--- src/rtl/instr_beat_loader.sv ---
// Push-button instruction loader: assembles INSTR_W-bit words from DATA_W-bit beats, one per press.
// Optional press debouncing is enabled by defining DEBOUNCE_EN.
module instr_beat_loader #(
  parameter int DATA_W       = 8,
  parameter int INSTR_W      = 16,
  parameter int DEBOUNCE_CYC = 16
) (
  input  logic                                                   clk,
  input  logic                                                   rst_n,
  input  logic                                                   btn_in,
  input  logic                                                   abort_in,
  input  logic [DATA_W-1:0]                                      data_in,
  output logic [INSTR_W-1:0]                                     instr_out,
  output logic                                                   instr_valid,
  input  logic                                                   instr_ready,
  output logic [$clog2((INSTR_W + DATA_W - 1) / DATA_W)-1:0]     beat_idx,
  output logic                                                   btn_pulse,
  output logic                                                   dropped
);

  localparam int BEATS = (INSTR_W + DATA_W - 1) / DATA_W;
  localparam int IDX_W = $clog2(BEATS);
  localparam logic [IDX_W-1:0] LAST_IDX = IDX_W'(BEATS - 1);

  typedef enum logic {
    COLLECT = 1'b0,
    HOLD    = 1'b1
  } state_t;

  logic btn_sync_p0;
  logic btn_sync_p1;
  logic abort_sync_p0;
  logic abort_sync_p1;
  logic btn_stable;
  logic btn_prev_p2;
  logic btn_pulse_p2;

  state_t               state;
  state_t               state_d;
  logic [IDX_W-1:0]     idx;
  logic [IDX_W-1:0]     idx_d;
  logic [INSTR_W-1:0]   instr;
  logic [INSTR_W-1:0]   instr_d;
  logic                 dropped_r;
  logic                 dropped_d;

  // Overwrite beat k of the current word; the final beat is clipped to the word width.
  function automatic logic [INSTR_W-1:0] merge_beat(
    input logic [INSTR_W-1:0] cur,
    input logic [DATA_W-1:0]  d,
    input logic [IDX_W-1:0]   k
  );
    logic [INSTR_W-1:0] mask;
    logic [INSTR_W-1:0] val;
    int                 sh;
    sh   = int'(k) * DATA_W;
    mask = INSTR_W'({DATA_W{1'b1}}) << sh;
    val  = INSTR_W'(d) << sh;
    return (cur & ~mask) | (val & mask);
  endfunction

  // Stage p0/p1: two-flop synchronisers for the asynchronous buttons
  always_ff @(posedge clk) begin
    if (!rst_n) begin
      btn_sync_p0   <= 1'b0;
      btn_sync_p1   <= 1'b0;
      abort_sync_p0 <= 1'b0;
      abort_sync_p1 <= 1'b0;
    end else begin
      btn_sync_p0   <= btn_in;
      btn_sync_p1   <= btn_sync_p0;
      abort_sync_p0 <= abort_in;
      abort_sync_p1 <= abort_sync_p0;
    end
  end

`ifdef DEBOUNCE_EN
  localparam int CNT_W = $clog2(DEBOUNCE_CYC + 1);

  logic [CNT_W-1:0] db_cnt;
  logic             db_level;

  // Level follows the synced button only after DEBOUNCE_CYC consecutive mismatching cycles.
  always_ff @(posedge clk) begin
    if (!rst_n) begin
      db_cnt   <= '0;
      db_level <= 1'b0;
    end else if (btn_sync_p1 == db_level) begin
      db_cnt   <= '0;
    end else if (db_cnt == CNT_W'(DEBOUNCE_CYC - 1)) begin
      db_cnt   <= '0;
      db_level <= btn_sync_p1;
    end else begin
      db_cnt   <= db_cnt + CNT_W'(1);
    end
  end

  assign btn_stable = db_level;
`else
  assign btn_stable = btn_sync_p1;
`endif

  // Stage p2: rising-edge detect on the stable level, registered so capture lands one edge later
  always_ff @(posedge clk) begin
    if (!rst_n) begin
      btn_prev_p2  <= 1'b0;
      btn_pulse_p2 <= 1'b0;
    end else begin
      btn_prev_p2  <= btn_stable;
      btn_pulse_p2 <= btn_stable & ~btn_prev_p2;
    end
  end

  always_ff @(posedge clk) begin
    if (!rst_n) begin
      state     <= COLLECT;
      idx       <= '0;
      instr     <= '0;
      dropped_r <= 1'b0;
    end else begin
      state     <= state_d;
      idx       <= idx_d;
      instr     <= instr_d;
      dropped_r <= dropped_d;
    end
  end

  always_comb begin
    state_d   = state;
    idx_d     = idx;
    instr_d   = instr;
    dropped_d = dropped_r | (btn_pulse_p2 && (state == HOLD));
    case (state)
      COLLECT: begin
        if (abort_sync_p1) begin
          idx_d   = '0;
          instr_d = '0;
        end else if (btn_pulse_p2) begin
          instr_d = merge_beat(instr, data_in, idx);
          if (idx == LAST_IDX) begin
            idx_d   = '0;
            state_d = HOLD;
          end else begin
            idx_d   = idx + IDX_W'(1);
          end
        end
      end
      HOLD: begin
        // Abort voids any handshake offered in the same cycle.
        if (abort_sync_p1) begin
          state_d = COLLECT;
          idx_d   = '0;
          instr_d = '0;
        end else if (instr_ready) begin
          state_d = COLLECT;
          idx_d   = '0;
        end
      end
      default: begin
        state_d = COLLECT;
        idx_d   = '0;
      end
    endcase
  end

  assign instr_out   = instr;
  assign instr_valid = (state == HOLD);
  assign beat_idx    = idx;
  assign btn_pulse   = btn_pulse_p2;
  assign dropped     = dropped_r;

endmodule

--- config.mk ---
export PLATFORM = sky130hd
export DESIGN_NAME = instr_beat_loader
export DESIGN_NICKNAME = d
export VERILOG_FILES = /design/src/rtl/instr_beat_loader.sv
export SDC_FILE = /design/constraint.sdc
export NUM_CORES = 1
export LEC_CHECK = 0
export ABC_AREA = 1
export ABC_CLOCK_PERIOD_IN_PS = 2900
export CORE_MARGIN = 3
export CORE_UTILIZATION = 35
export DETAILED_ROUTE_END_ITERATION = 12
export PLACE_DENSITY = 0.59
export SYNTH_ARGS = -nofsm -noshare
export SYNTH_HDL_FRONTEND = slang
export SYNTH_SLANG_ARGS = --single-unit
--- constraint.sdc ---
create_clock -name clk -period 2.9 [get_ports clk]
set_clock_uncertainty 0.2 [all_clocks]
set_input_delay 0.29 -clock clk [delete_from_list [all_inputs] [get_ports clk]]
set_output_delay 0.29 -clock clk [all_outputs]
set_load 0.05 [all_outputs]
# After elaboration in Yosys (flattened, before gate mapping)
# Cells that the tools add are included.
# totals
register_bits,25
in_bits,13
output_inout_bits,20
elab_cells,43
# classes
add_sub_neg,1
eq_ne,3
shifts,2
mux,16
bitwise_logic,8
n_reduce_logical,3
# op_table
op,n
16-bit two-way mux,3
16-bit bitwise AND,2
16-bit case mux with 2 select lines,1
16-bit NOT,1
16-bit bitwise OR,1
8-bit by 4-bit left shift with 16-bit output,1
8-bit by 4-bit left shift with 16-bit output (first input constant),1
1-bit two-way mux,10
3-bit inequality test (second input constant),2
1-bit case mux with 2 select lines,2
2-bit AND reduction,2
2-bit inequality test (second input constant),1
1-bit NOT,2
1-bit adder (second input constant),1
1-bit bitwise AND,1
1-bit logical AND,1
1-bit bitwise OR,1

# Depth between registers and ports, before layout
# Gate-level depths: netlist of the first run.
# depth
depth_word,7
depth_mapped,6
ltp_nobuf,5

# Worst setup path before layout of the first run
# OpenSTA, ideal clock, no wires.
# synth_timing
path_kind,reg2reg
startpoint,register state (netlist: instr_valid)
endpoint,register instr[10] (netlist: instr_out[10])
setup_ns,0.066
arrival_time_ns,1.312
required_ns,2.634
slack_ns,1.321
stages_incl_launch_ff,6
n_path_buf,1
synth_period_minus_slack_ns,1.579
path_cell_list,dfxtp_1 > inv_2 > nand2_2 > buf_2 > nand3_1 > a21oi_2
# synth_via
elab_chain_len,3
word_cells_on_any_way,5
cone_classes,2 x eq/ne; 1 x mux; 1 x bitwise; 1 x reduce/logical
# synth_rtl
item,line_no,rtl
start: declaration,38,state_t state;
start signal: assignment,121,state <= state_d;
1-bit NOT,n/a,
3-bit inequality test (no line),n/a,
2-bit AND reduction (no line),n/a,
end signal: assignment,123,instr <= instr_d;
end: declaration,42,logic [INSTR_W-1:0] instr;
# Parallel ways exist; a longest one is shown, timed or not.
# A chain may end at the register's enable or synchronous reset.

# Worst setup path in the final report of the first run
# layout_timing
startpoint,register btn_pulse_p2 (netlist: btn_pulse)
endpoint,output btn_pulse
# layout_rtl
item,line_no,rtl
start: declaration,36,logic btn_pulse_p2;
start signal: assignment,110,btn_pulse_p2 <= btn_stable & ~btn_prev_p2;
end: declaration,17,"output logic btn_pulse,"
# No word-level cell between the ends.

==> metrics, run 1 <==
status complete, no violations; Clk Latency, worst-skew pair 320 ps; unrepaired setup endpoints after global routing no; Slew @ Worst Pin 504.1 ps; Setup TNS 0 ps; Core ar. 3103 sq um; Tightest Hold Check Type register to register; total CTS buffers 3; nets 203; post-detailed-routing wire length 2703 um; syn_nets 172; Routability Congestion 0.7394; # diodes 0; CTS root buffer clkbuf_4; IO Port Bufs 32; chip width 63.60 um; H-tree levels 1; CTS tree built; row cnt 20; critical path class register to output pin; Pleak 0.6130 nW; post-synth cell types 13; hold_buf cts 0; clk buf depth 2; wire per inst 11.60 um; Non-Filler Instances 233; Max Fanout on Critical Path 6; crit path max-delay cell type clkdlybuf4s50_1; Slew HR 66.29%; Crit path required time 2410 ps; CP Capture Type output pin; Initial Util 37.42%; Startpoint Class register; total global routing track utilization 14.72%; P&R area growth vs syn 30.60%; GRT overflow 0; syn avg cell area 7.303 sq um; largest net degree at the start of global routing 21; Mapped Cells 159; post-cts resize count 0; Cells after DPL 229; first-pass detailed-route iteration total 5; final-report setup violation count 0; DRC 0; Vias per Instance 4.704; share of cells above drive strength 1 17.46%; full die area 4044 sq um; worst path bufs/invs 1; Initial DRC Count 51; first-pass GRT wire length 4892 um; fill cell count 329; # IOs 33; Pwr Density 383.9 nW/um^2; chip height 63.60 um; Final Critical Period 2103 ps; post-synthesis sequential area ratio 43.10%; CP arrival 1610 ps; Synth warnings 0; initial antenna violation count 0; vias 1096; number of max-cap violations 0; number of global-route vias before repair 1115; Mapped Area 1161 sq um; FMAX 475.6 MHz; Top Family by Delay on Critical Path buffers and inverters; worst path cell trace clkdlybuf4s50_1; Worst-path clk slew 130 ps; Antenna Violating Nets Remaining 0; Slew Viols, Final 0; CP peak stage delay 850 ps; VDD IR max 0.2582 mV; Yosys reg bits 25; period utilization 72.51%; Post-CTS Setup Inserts 0; DP Wirelength 1850 um; clk sink count 25; Hold Vio Cnt, Final 0
==> layout by cell type (no fill, tap or decap), drive strengths merged <==
| master | instances |
|---|---|
| nand2 | 76 |
| clkdlybuf4s50 | 32 |
| dfxtp | 25 |
| a21oi | 19 |
| nand3 | 17 |
| inv | 10 |
| nor2 | 5 |
| clkbuf | 3 |
| clkinv | 1 |
| buf | 1 |
==> flip-flops by register name, indices dropped and copies added, names as in the netlist <==
| signal | count |
|---|---|
| instr_out | 16 |
| btn_prev_p2 | 1 |
| beat_idx | 1 |
| btn_pulse | 1 |
| abort_sync_p0 | 1 |
| btn_stable | 1 |
| abort_sync_p1 | 1 |
| dropped | 1 |
| btn_sync_p0 | 1 |
| instr_valid | 1 |
==> where the power goes <==
part           internal [W]  switching, W  total [W]  leakage, nW
logic             0.0000287     0.0000444  0.0000730        0.393
clock network     0.0000516      0.000105   0.000156       0.0177
registers          0.000350    0.00000345   0.000353        0.203
total              0.000430      0.000152   0.000582        0.613
==> final cells by class <==
class / count / area [sq um] / share of cell area (%)
multi-input cells: 117 / 568.0 / 37.46
clock buffers: 3 / 22.52 / 1.485
flip-flops and latches: 25 / 500.5 / 33.00
well taps: 44 / 55.05 / 3.630
clock inverters: 1 / 5.005 / 0.3300
repair buffers: 33 / 327.8 / 21.62
inverters: 10 / 37.54 / 2.475
==> cells by family after synthesis <==
| logic type | Yosys count | synth area share, % |
|---|---|---|
| flip-flops | 25 | 43.10 |
| buffers and inverters | 17 | 7.974 |
| AND/OR/NAND/NOR | 98 | 37.50 |
| AO/OA/AOI/OAI | 19 | 11.42 |
==> cells in the mapped netlist <==
library cell	n	area share, %
dfxtp_1	25	43
nand2_1	64	21
inv_1	5	1.6
a21oi_1	9	3.9
nor2_8	1	1.7
nand3_1	17	7.3
a21oi_2	10	7.5
buf_12	1	1.7
nand2_2	12	6.5
inv_2	5	1.6
buf_4	2	1.3
nor2_1	4	1.3
buf_2	4	1.7
==> through the flow <==
step	total power, W	utilization [%]	area, sq um	worst slack [ps]	hold slack (ps)
final	0.0005821	48.87	1516	797.2	199.4
after global routing	0.0006106	48.87	1516	706.4	226.3
after CTS	0.0005888	48.87	1516	779.9	204.1
after detailed placement	0.0004339	47.98	1489	1148	183.1
after global placement	0.0004336	47.98	1489	1149	186.4
after floorplan	0.0004040	-	1161	1321	168.0
==> worst reg2reg max path, cell delays in order, from the launching register on <==
cell and delay [ps]:
dfxtp_1 340, inv_2 260, nand2_2 150, nor2_8 290
nand2_1 100, a21oi_1 140
==> worst paths after layout <==
path	from	cells past startpoint	slack (ps)	endpoint
worst max-delay path	btn_pulse$_SDFF_PN0_	1	800	btn_pulse
worst min-delay path	btn_prev_p2$_SDFF_PN0_	1	200	btn_pulse$_SDFF_PN0_
worst max register to register	abort_sync_p1$_SDFF_PN0_	5	1360	instr_out[6]$_SDFFE_PN0P_
worst min register to register	btn_prev_p2$_SDFF_PN0_	1	200	btn_pulse$_SDFF_PN0_
==> metal layers <==
metal,vias to the layer above,wire [um],GRT usage [%]
li1,559,-,-
met1,507,1246,18.15
met2,28,1307,25.29
met3,2,136,2.852
met4,0,13,5.121
met5,-,0,0
Power figures use the tool's default switching activity.
==> run 2: changes to the inputs <==
Settings changed: ABC_CLOCK_PERIOD_IN_PS 2900 to 1900, PLACE_DENSITY 0.59 to 0.61.
Clock period 2.9 ns to 1.9 ns, I/O delays scaled along.
==> metrics, run 2 (synthesized netlist as in run 1, its figures left out) <==
met2 wire len 1313 um (was 1307 um); most frequent cells in the layout 64 x nand2_1, 25 x dfxtp_1, 17 x nand3_1 (was 64 x nand2_1, 32 x clkdlybuf4s50_1, 25 x dfxtp_1); Routability Congestion 0.7087 (was 0.7394); H-tree levels 1 (unchanged); worst path cell trace dlygate4sd2_1 (was clkdlybuf4s50_1); period utilization 84.94%; DP Wirelength 1824 um (was 1850 um); Vias per Instance 4.667 (was 4.704); CP peak stage delay 540 ps (was 850 ps); CTS root buffer clkbuf_4 (unchanged); commonest non-fill, non-tap cell in the layout nand2_1 (unchanged); total global routing track utilization 14.16% (was 14.72%); number of global-route vias before repair 1029 (was 1115); full die area 4044 sq um (unchanged); largest net degree at the start of global routing 19 (was 21); max reg flops 16 (unchanged); chip height 63.60 um (unchanged); number of max-cap violations 0 (unchanged); Tightest Hold Check Type input pin to register (was register to register); wire per inst 11.69 um (was 11.60 um); Worst-path clk slew 140 ps (was 130 ps); Slew HR 66.55% (was 66.29%); CP arrival 1220 ps (was 1610 ps); clk buf depth 2 (unchanged); first-pass detailed-route iteration total 4 (was 5); Hold Vio Cnt, Final 0 (unchanged); R2R depth 5 (unchanged); clk sink count 25 (unchanged); Cells after DPL 230 (was 229); Final Critical Period 1614 ps; Antenna Violating Nets Remaining 0 (unchanged); Top Family by Delay on Critical Path buffers and inverters (unchanged); Initial DRC Count 59 (was 51); Max Fanout on Critical Path 3 (was 6); crit path max-delay cell type dlygate4sd2_1 (was clkdlybuf4s50_1); FMAX 619.6 MHz; total CTS buffers 3 (unchanged); Crit path required time 1510 ps (was 2410 ps); Slew @ Worst Pin 500.9 ps (was 504.1 ps); CP Capture Type output pin (unchanged); unrepaired setup endpoints after global routing no (unchanged); IO Port Bufs 32 (unchanged); Core ar. 3103 sq um (unchanged); Clk Latency, worst-skew pair 320 ps (about the same); GRT overflow 0 (unchanged); initial antenna violation count 0 (unchanged); first-pass GRT wire length 4554 um (was 4892 um); nets 204 (was 203); Non-Filler Instances 234 (was 233); met3 routed WL 110 um (was 136 um); final instance area 1513 sq um (was 1516 sq um); Setup TNS 0 ps (unchanged); Worst Hold Path Cells 3 (was 1); final core utilization 48.75% (was 48.87%); Initial Util 37.42% (unchanged); DRC 0 (unchanged); critical path class register to output pin (unchanged); # diodes 0 (unchanged); # IOs 33 (unchanged); Pleak 0.7468 nW (was 0.6130 nW); DRT met1 WL 1285 um (was 1246 um); final-report setup violation count 0 (unchanged); chip width 63.60 um (unchanged); share of cells above drive strength 1 24.21% (was 17.46%); critical path depth 1 (unchanged); Pwr Density 588.0 nW/um^2 (was 383.9 nW/um^2); post-detailed-routing wire length 2736 um (was 2703 um); Post-CTS Setup Inserts 0 (unchanged); Slew Viols, Final 0 (unchanged); status complete, no violations (unchanged); VDD IR max 0.2569 mV (was 0.2582 mV); P&R area growth vs syn 30.28% (was 30.60%); Startpoint Class register (unchanged); top layer in use met4 (unchanged); row cnt 20 (unchanged); vias 1092 (was 1096); placed cell area 1476 sq um (was 1489 sq um); CTS tree built (unchanged); worst path bufs/invs 1 (unchanged)
==> run 2: path summary, 6_finish.rpt <==
path	startpoint	to	slack, ps
hold reg to reg	btn_prev_p2$_SDFF_PN0_	btn_pulse$_SDFF_PN0_	200
setup reg to reg	beat_idx$_SDFFE_PN0P_	instr_out[10]$_SDFFE_PN0P_	520
hold / removal	btn_in	btn_sync_p0$_SDFF_PN0_	190
setup / recovery	instr_out[8]$_SDFFE_PN0P_	instr_out[8]	290
==> run 2: power by group <==
group	internal, W	switching [W]
logic	0.0000447	0.0000668
registers	0.000533	0.00000672
clock network	0.0000822	0.000156
==> run 2: per-stage QoR <==
stage | hold slack [ps] | power, W | worst slack, ps
final | 185.4 | 0.0008895 | 286.1
after global routing | 178.3 | 0.0009343 | 223.6
after CTS | 176.9 | 0.0009029 | 1.851
after detailed placement | 182.6 | 0.0006638 | 366.0
after global placement | 173.2 | 0.0006629 | 375.4
after floorplan | 83.45 | 0.0006167 | 321.5
==> run 2: final cells by class <==
type / count / area (sq um)
flip-flops and latches: 25 / 500.5
inverters: 10 / 37.54
repair buffers: 34 / 325.3
well taps: 44 / 55.05
fillers: 351 / 1590
clock buffers: 4 / 26.28
multi-input cells: 117 / 568.0
==> run 2: layer usage <==
metal  vias up  GRT usage (%)
met1       494          16.87
met5         -              0
met2        29          24.90
met3         4          3.030
met4         0          4.852
li1        565              -
==> run 2: repair_timing <==
item | in CTS | in global routing
gates resized for setup | 2 | 5
setup endpoints to repair | 2 | 5
hold buffers | 0 | 0
==> run 2: tightest hold or removal path, cell delays in order <==
cell and delay (ps):
clkdlybuf4s50_1 400, nand2_1 60, inv_1 30
